### config.mk
export PLATFORM = sky130hd
export DESIGN_NAME = result_packetizer
export DESIGN_NICKNAME = d
export VERILOG_FILES = /design/src/rtl/result_packetizer_pkg.sv /design/src/rtl/result_packetizer_frame_byte_select.sv /design/src/rtl/result_packetizer.sv
export SDC_FILE = /design/constraint.sdc
export NUM_CORES = 1
export LEC_CHECK = 0
export ABC_AREA = 1
export BUFFER_PORTS_ARGS = -buffer_cell sky130_fd_sc_hd__buf_4
export CAP_MARGIN = 20
export CORE_MARGIN = 2
export CORE_UTILIZATION = 49
export DETAILED_ROUTE_END_ITERATION = 12
export PLACE_DENSITY = 0.8
export SYNTH_ARGS = -nofsm -noshare
export SYNTH_HDL_FRONTEND = slang
export SYNTH_SLANG_ARGS = --single-unit
### constraint.sdc
create_clock -name Clk -period 1.8 [get_ports Clk]
set_clock_uncertainty 0.05 [all_clocks]
set_input_delay 0.36 -clock Clk [delete_from_list [all_inputs] [get_ports Clk]]
set_output_delay 0.36 -clock Clk [all_outputs]
set_load 0.01 [all_outputs]
### src/rtl/result_packetizer_pkg.sv
// Shared constants for the result packetizer: FSM encodings, STATUS layout, frame length.
// The optional trailing checksum byte is enabled by RESULT_PACKETIZER_CHECKSUM_EN.
package result_packetizer_pkg;

    localparam logic [1:0] StIdle   = 2'd0;
    localparam logic [1:0] StSend   = 2'd1;
    localparam logic [1:0] StWait   = 2'd2;
    localparam logic [1:0] StFinish = 2'd3;

    localparam logic [7:0] HEADER_DEFAULT = 8'hA5;

    localparam int unsigned ERR_BIT = 0;
    localparam int unsigned OVR_BIT = 1;

`ifdef RESULT_PACKETIZER_CHECKSUM_EN
    localparam int unsigned CHECKSUM_BYTES = 1;
`else
    localparam int unsigned CHECKSUM_BYTES = 0;
`endif

    // HEADER + STATUS + two coordinates + area + perimeter (+ checksum)
    function automatic int unsigned frame_len(input int unsigned coord_w,
                                              input int unsigned area_w,
                                              input int unsigned perim_w);
        return 2 + 2 * (coord_w / 8) + area_w / 8 + perim_w / 8 + CHECKSUM_BYTES;
    endfunction

endpackage

### src/rtl/result_packetizer_frame_byte_select.sv
// Combinational frame byte mux: byte index plus latched fields to the outgoing byte.
// The checksum slot exists only when RESULT_PACKETIZER_CHECKSUM_EN is defined.
module result_packetizer_frame_byte_select
    import result_packetizer_pkg::*;
#(
    parameter int unsigned COORD_W = 16,
    parameter int unsigned AREA_W  = 24,
    parameter int unsigned PERIM_W = 16,
    parameter int unsigned IDX_W   = 4,
    parameter logic [7:0]  HEADER  = HEADER_DEFAULT
) (
    input  logic [IDX_W-1:0]   idx_i,
    input  logic [7:0]         status_i,
    input  logic [COORD_W-1:0] start_x_i,
    input  logic [COORD_W-1:0] start_y_i,
    input  logic [AREA_W-1:0]  area_i,
    input  logic [PERIM_W-1:0] perim_i,
`ifdef RESULT_PACKETIZER_CHECKSUM_EN
    input  logic [7:0]         checksum_i,
`endif
    output logic [7:0]         data_o
);

    localparam int unsigned BODY_W     = 8 + 2 * COORD_W + AREA_W + PERIM_W;
    localparam int unsigned BODY_BYTES = BODY_W / 8;

    logic [BODY_W-1:0] body;
    assign body = {status_i, start_x_i, start_y_i, area_i, perim_i};

    // Index 0 is the header; body bytes follow MSB first from index 1.
    always_comb begin
        data_o = HEADER;
        for (int i = 0; i < BODY_BYTES; i++) begin
            if (idx_i == IDX_W'(i + 1)) begin
                data_o = body[(BODY_BYTES - 1 - i) * 8 +: 8];
            end
        end
`ifdef RESULT_PACKETIZER_CHECKSUM_EN
        if (idx_i == IDX_W'(BODY_BYTES + 1)) begin
            data_o = checksum_i;
        end
`endif
    end

endmodule

### src/rtl/result_packetizer.sv
// Latches one Encoder result per Done pulse and streams it to the UART as a byte frame.
// Define RESULT_PACKETIZER_CHECKSUM_EN to append an XOR checksum of STATUS..Perimiter.
module result_packetizer
    import result_packetizer_pkg::*;
#(
    parameter int unsigned COORD_W = 16,
    parameter int unsigned AREA_W  = 24,
    parameter int unsigned PERIM_W = 16,
    parameter logic [7:0]  HEADER  = HEADER_DEFAULT
) (
    input  logic               Clk,
    input  logic               reset,
    input  logic               Done,
    input  logic               Error,
    input  logic [COORD_W-1:0] start_x,
    input  logic [COORD_W-1:0] start_y,
    input  logic [AREA_W-1:0]  Area,
    input  logic [PERIM_W-1:0] Perimiter,
    input  logic               Transmit_Done,
    output logic               T_EN,
    output logic [7:0]         Data,
    output logic               Busy,
    output logic               Frame_Done
);

    localparam int unsigned FRAME_LEN = frame_len(COORD_W, AREA_W, PERIM_W);
    localparam int unsigned IDX_W     = $clog2(FRAME_LEN);
    localparam logic [IDX_W-1:0] LAST_IDX   = IDX_W'(FRAME_LEN - 1);
    localparam logic [IDX_W-1:0] STATUS_IDX = IDX_W'(1);

    logic [1:0]         state_q, state_d;
    logic [IDX_W-1:0]   idx_q, idx_d;
    logic               overrun_q, overrun_d;
    logic               ovr_rep_q, ovr_rep_d;
    logic               err_q, err_d;
    logic [COORD_W-1:0] sx_q, sx_d;
    logic [COORD_W-1:0] sy_q, sy_d;
    logic [AREA_W-1:0]  area_q, area_d;
    logic [PERIM_W-1:0] perim_q, perim_d;
`ifdef RESULT_PACKETIZER_CHECKSUM_EN
    logic [7:0]         cks_q, cks_d;
`endif
    logic [7:0]         status;
    logic [7:0]         sel_byte;

    always_comb begin
        status          = 8'h00;
        status[ERR_BIT] = err_q;
        status[OVR_BIT] = ovr_rep_q;
    end

    result_packetizer_frame_byte_select #(
        .COORD_W (COORD_W),
        .AREA_W  (AREA_W),
        .PERIM_W (PERIM_W),
        .IDX_W   (IDX_W),
        .HEADER  (HEADER)
    ) u_byte_select (
        .idx_i      (idx_q),
        .status_i   (status),
        .start_x_i  (sx_q),
        .start_y_i  (sy_q),
        .area_i     (area_q),
        .perim_i    (perim_q),
`ifdef RESULT_PACKETIZER_CHECKSUM_EN
        .checksum_i (cks_q),
`endif
        .data_o     (sel_byte)
    );

    always_comb begin
        state_d   = state_q;
        idx_d     = idx_q;
        overrun_d = overrun_q;
        ovr_rep_d = ovr_rep_q;
        err_d     = err_q;
        sx_d      = sx_q;
        sy_d      = sy_q;
        area_d    = area_q;
        perim_d   = perim_q;
`ifdef RESULT_PACKETIZER_CHECKSUM_EN
        cks_d     = cks_q;
`endif
        case (state_q)
            StIdle: begin
                if (Done) begin
                    err_d     = Error;
                    sx_d      = start_x;
                    sy_d      = start_y;
                    area_d    = Area;
                    perim_d   = Perimiter;
                    ovr_rep_d = overrun_q;
                    idx_d     = '0;
                    state_d   = StSend;
`ifdef RESULT_PACKETIZER_CHECKSUM_EN
                    cks_d     = 8'h00;
`endif
                end
            end
            StSend: state_d = StWait;
            StWait: begin
                if (Transmit_Done) begin
`ifdef RESULT_PACKETIZER_CHECKSUM_EN
                    if (idx_q != '0 && idx_q != LAST_IDX) begin
                        cks_d = cks_q ^ sel_byte;
                    end
`endif
                    // Only the overrun already reported in this STATUS byte is retired.
                    if (idx_q == STATUS_IDX) begin
                        overrun_d = overrun_q & ~ovr_rep_q;
                    end
                    if (idx_q == LAST_IDX) begin
                        state_d = StFinish;
                    end else begin
                        idx_d   = idx_q + IDX_W'(1);
                        state_d = StSend;
                    end
                end
            end
            default: state_d = StIdle;
        endcase
        if (Done && state_q != StIdle) begin
            overrun_d = 1'b1;
        end
    end

    always_ff @(posedge Clk) begin
        if (reset) begin
            state_q   <= StIdle;
            idx_q     <= '0;
            overrun_q <= 1'b0;
            ovr_rep_q <= 1'b0;
            err_q     <= 1'b0;
            sx_q      <= '0;
            sy_q      <= '0;
            area_q    <= '0;
            perim_q   <= '0;
`ifdef RESULT_PACKETIZER_CHECKSUM_EN
            cks_q     <= 8'h00;
`endif
        end else begin
            state_q   <= state_d;
            idx_q     <= idx_d;
            overrun_q <= overrun_d;
            ovr_rep_q <= ovr_rep_d;
            err_q     <= err_d;
            sx_q      <= sx_d;
            sy_q      <= sy_d;
            area_q    <= area_d;
            perim_q   <= perim_d;
`ifdef RESULT_PACKETIZER_CHECKSUM_EN
            cks_q     <= cks_d;
`endif
        end
    end

    // Gating with reset keeps the strobe low even in the cycle reset is first applied.
    assign T_EN       = (state_q == StSend) && !reset;
    assign Busy       = (state_q == StSend) || (state_q == StWait);
    assign Frame_Done = (state_q == StFinish);
    assign Data       = Busy ? sel_byte : 8'h00;

endmodule

# Yosys cells after proc, flatten, opt, wreduce, memory -nomap -nowiden
# Index checks and enable logic that the tools add are counted.
totals:
  regBits: 81
  out_inout_bits: 11
op_classes:
  addsub: 1
  n_eq_ne: 16
  muxes: 23
  bitwise_logic: 2
  reduce_logical: 14
op_table:
  columns: ["cell", "count"]
  rows:
  - ["$mux W8", 11]
  - ["$eq A4 B3 Y1 const B", 4]
  - ["$eq A4 B4 Y1 const B", 3]
  - ["$mux W4", 3]
  - ["$reduce_bool A2 Y1", 5]
  - ["$eq A4 B2 Y1 const B", 2]
  - ["$pmux W4 S2", 1]
  - ["$mux W2", 3]
  - ["$ne A2 B2 Y1 const B", 3]
  - ["$pmux W2 S3", 1]
  - ["$add A4 B1 Y4 const B", 1]
  - ["$eq A2 B2 Y1 const B", 2]
  - ["$eq A4 B1 Y1 const B", 1]
  - ["$mux W1", 4]
  - ["$reduce_and A2 Y1", 2]
  - ["$reduce_and A4 Y1", 1]
  - ["$reduce_and A3 Y1", 1]
  - ["$eq A2 B1 Y1 const B", 1]
  - ["$logic_and A1 B1 Y1", 2]
  - ["$logic_not A2 Y1", 1]
  - ["$and A1 B1 Y1", 1]
  - ["$logic_not A1 Y1", 1]
  - ["$logic_or A1 B1 Y1", 1]
  - ["$not A1 Y1", 1]

# Depth between registers and ports, before layout
depth:
  word_depth: 12
  mapped_depth: 13
  depth_no_buf: 13

# By module
# Synthesis repeated with hierarchy kept, for this count alone.
unflattened:
  hier_cells: 609
  hier_area_um2: 4115.2
by_module_without_submodules:
  columns: ["mod", "n_inst", "cells_each", "area_each_um2", "seq_area_each_um2"]
  rows:
  - ["result_packetizer", 1, 421, 3286.9, 1621.6]
  - ["result_packetizer_frame_byte_select", 1, 188, 828.3, 0.0]

# Least setup slack after synthesis
# Ideal clock, no wire load.
synth_path:
  path_type: "flip-flop to output port"
  startpoint: "register idx_q[0]"
  endpoint: "output Data[2]"
  t_arrival_ps: 1561
  t_required_ps: 1390
  setup_slack_ps: -171
  path_stages_with_launch: 14
  cell_sequence: "dfxtp_1 -> inv_1 -> ha_1 -> inv_1 -> nor2_1 -> nand2_1 -> nand2_1 -> nand2_1 -> nand3_1 -> nand2_1 -> nand2_1 -> nand2_1 -> nand3_1 -> a21oi_1"
synth_via:
  elab_chain_len: 12
  word_cells_on_any_way: 21
  classes_between: "eq/ne (10); mux (11)"
synth_lines:
  columns: ["element", "line", "rtl"]
  rows:
  - ["start: declaration", "result_packetizer.sv:32", "logic [IDX_W-1:0] idx_q, idx_d;"]
  - ["start signal: assignment", "result_packetizer.sv:143", "idx_q <= idx_d;"]
  - ["$eq A4 B1 Y1", "result_packetizer_frame_byte_select.sv:34", "if (idx_i == IDX_W'(i + 1)) begin"]
  - ["$mux W8 (9 in series)", "result_packetizer_frame_byte_select.sv:34", null]
  - ["$mux W8 *", "result_packetizer_frame_byte_select.sv:34", null]
  - ["$mux W8 *", "result_packetizer.sv:161", "assign Data = Busy ? sel_byte : 8'h00;"]
  - ["end: declaration", "result_packetizer.sv:21", "output logic [7:0] Data,"]
# Mark *: on every way between the ends. The rest lies on a longest branch, timed or not.

# Final worst setup path
layout_path:
  startpoint: "register idx_q[1]"
  endpoint: "output Data[5]"
# Same word-level chain as after synthesis.

==> impl_metrics.tcl <==
set metrics [dict create \
    cts.sink_count 81 \
    final_design_area_no_fill_mm2 0.00530 \
    mappedNetlistArea_mm2 0.00394 \
    core-area_mm2 0.00777 \
    synthCells 589 \
    p_sw_mw 2.40 \
    drt-pass1-iter-count 6 \
    yosysSeqAreaShare 0.412 \
    drtIter0Drc 255 \
    report.final.hold_viol_count 0 \
    grt_antenna_before_repair 0 \
    synthesis.area_per_instance_um2 6.69 \
    final.setup.worst_slack_ps -648 \
    port-buffer-count 87 \
    setup_viol_count_final 9 \
    grt_start_max_net_pins 51 \
    insertedDiodeCount 0 \
    outcome "finished with violations" \
    holdCritPathClass "input pin to flip-flop" \
    power_report.internal_total_mw 4.21 \
    timing_max_transition_violations_final 0 \
    clock-root-buffer "clkbuf_8" \
    width_of_the_die_um 93.7 \
    boundaryPins 88 \
    synth_warnings 0 \
    grt_overflow 0 \
    top_area_cells_in_the_synthesized_netlist "dfxtp_1 41%, nor2_1 15%, o21ai_0 11%, nand2_1 8.9%, inv_1 3.9%" \
    setup.worst_path.class "flip-flop to output pin" \
    cts_tree "yes" \
    clockPowerShare 0.228 \
    route.detailed.drc 0 \
    violations "setup timing" \
    synth-seq-cells 81 \
    total_grt_usage 0.260 \
    synth_fp_nets 675 \
    tightestPinTransition_ps 416 \
    cts-buffers-inserted 9 \
    min_period_ps 2450 \
    switching_part_of_the_total 0.363 \
    drv.max_cap_violation_count 0 \
    p_leak_nw 2.45 \
    drt_wl_total_mm 11.1 \
    cp.required_ps 1390 \
    final_layout_size_suffix_gt1_frac 0.295 \
    grt_setup_unrepaired "yes" \
    routed_wire_length_per_instance_um 13.8 \
    post-synth-top-area-fraction 0.412 \
    routability_driven_placement_congestion_ratio 0.915 \
    place.detailed.hpwl_mm 7.88 \
    placementRows 32 \
    clk-insertion-delay-late_ps 350 \
    sequential_group_share_of_total_power 0.399 \
    layout-area-overhead-vs-synth_pct 34.7 \
    clockBufferDepth 2 \
    post_place_setup_slack_ps -298 \
    route.antenna.remaining_nets 0 \
    share_comb_of_total_power 0.373 \
    pwr_density_cell_mw_per_mm2 1250 \
    slew_headroom 0.722 \
    dpl-instance-area_mm2 0.00487 \
    crit_path_end_kind "output pin" \
    arrival_ps 2040 \
    vdd_ir_drop_max_uv 605 \
    setup.worst_path.start_class "flip-flop" \
    post_drt_via_cell_ratio 5.17 \
    die_area_mm2 0.00877 \
    synthDominantAreaCellType "dfxtp_1" \
    commonest_cells_after_routing_fill_and_taps_aside "159 x nor2_1, 116 x buf_4, 85 x o21ai_0" \
    yosys.cell_types.count 31 \
    path_max_fanout 5 \
    routed-via-count 4134 \
    achievable-frequency_mhz 408 \
    final_net_count 779 \
    grt_pass1_wl_mm 18.1 \
    grt_pass1_vias 4067 \
    htreeDepth 3 \
    initial_core_util 0.507 \
    dieHeight_um 93.7 \
    layout_commonest_cell "nor2_1" \
    worst_setup_hold_path_clk_slew_ps 80 \
    min_period_over_period 1.36 \
]
-- routing by layer --
metal,part of all wire,GRT usage
met1,0.43,0.328
met2,0.49,0.447
met3,0.053,0.0490
met4,0.020,0.0870
met5,0,0
-- timing repair --
action	in CTS	in global routing
pin swaps	17	20
gates resized for setup	26	25
hold buffers	0	0
buffers inserted	1	1
setup endpoints to repair	10	11
cloned	2	0
-- state kept, by name, indices dropped and copies added (netlist names) --
register and cells:
sx_q 16, state_q 2, err_q 1, perim_q 16, overrun_q 1, area_q 24
sy_q 16, ovr_rep_q 1, idx_q 4
-- worst paths after layout --
kind                                end  slack (ps)  depth (start not counted)                     from
setup reg to reg  idx_q[3]$_SDFFE_PP0P_         -10                         11  state_q[0]$_SDFFE_PP0P_
hold / removal    idx_q[1]$_SDFFE_PP0P_         170                          2                    reset
hold reg to reg   sx_q[15]$_SDFFE_PP0P_         420                          2    sx_q[15]$_SDFFE_PP0P_
setup / recovery                Data[5]        -650                         12    idx_q[1]$_SDFFE_PP0P_
-- critical path, stage by stage (launching register included) --
cell	delay [ps]
dfxtp_4	410
inv_4	60
ha_4	170
inv_6	70
nor2_2	70
a21oi_1	220
nand3_2	140
nand2_2	100
nand2_1	60
nand2_2	70
nand3_2	70
a21oi_2	110
buf_4	120
-- cell usage after synthesis, drive strengths merged --
cell type / instances
a211oi: 1
a21oi: 26
a221oi: 1
buf: 9
clkbuf: 20
dfxtp: 81
ha: 9
inv: 46
nand2: 96
nand3: 24
nand3b: 1
nand4: 5
nor2: 169
nor3: 2
o21ai: 86
o22ai: 1
o31ai: 1
or2: 10
xor2: 1
-- power groups by stage --
stage	Sequential [mW]	Combinational, mW	Clock (mW)
final	2.64	2.46	1.51
after global routing	2.68	2.77	1.59
after CTS	2.62	2.34	1.52
after detailed placement	2.64	2.26	0
after global placement	2.62	2.18	0
after floorplan	2.54	1.45	0
-- logic make-up after synthesis --
| kind of cell | synth area share |
|---|---|
| adder cells (fa/ha/maj) | 0.0286 |
| XOR/XNOR | 0.00222 |
| buffers and inverters | 0.0781 |
| flip-flops | 0.412 |
| AO/OA/AOI/OAI | 0.151 |
| AND/OR/NAND/NOR | 0.328 |
-- layout make-up --
| type | instances | area (µm²) |
|---|---|---|
| fillers | 656 | 2460 |
| multi-input cells | 435 | 2190 |
| flip-flops and latches | 81 | 1630 |
| repair buffers | 120 | 933 |
| inverters | 46 | 193 |
| clock buffers | 11 | 151 |
| well taps | 102 | 128 |
| clock inverters | 5 | 77.6 |
-- stage by stage --
stage          utilization  cells  TNS [ps]  hold WS [ps]  power [mW]
3_5_place_dp         0.627    780     -2020           408        4.91
5_1_grt              0.683    800     -5610           163        7.05
3_3_place_gp         0.627    780     -1810           398        4.79
6_report             0.683    800     -4570           168        6.61
4_1_cts              0.669    799     -4380           145        6.48
2_1_floorplan            -    589     -1.82           369        3.99
(Power assumes the default switching activity.)
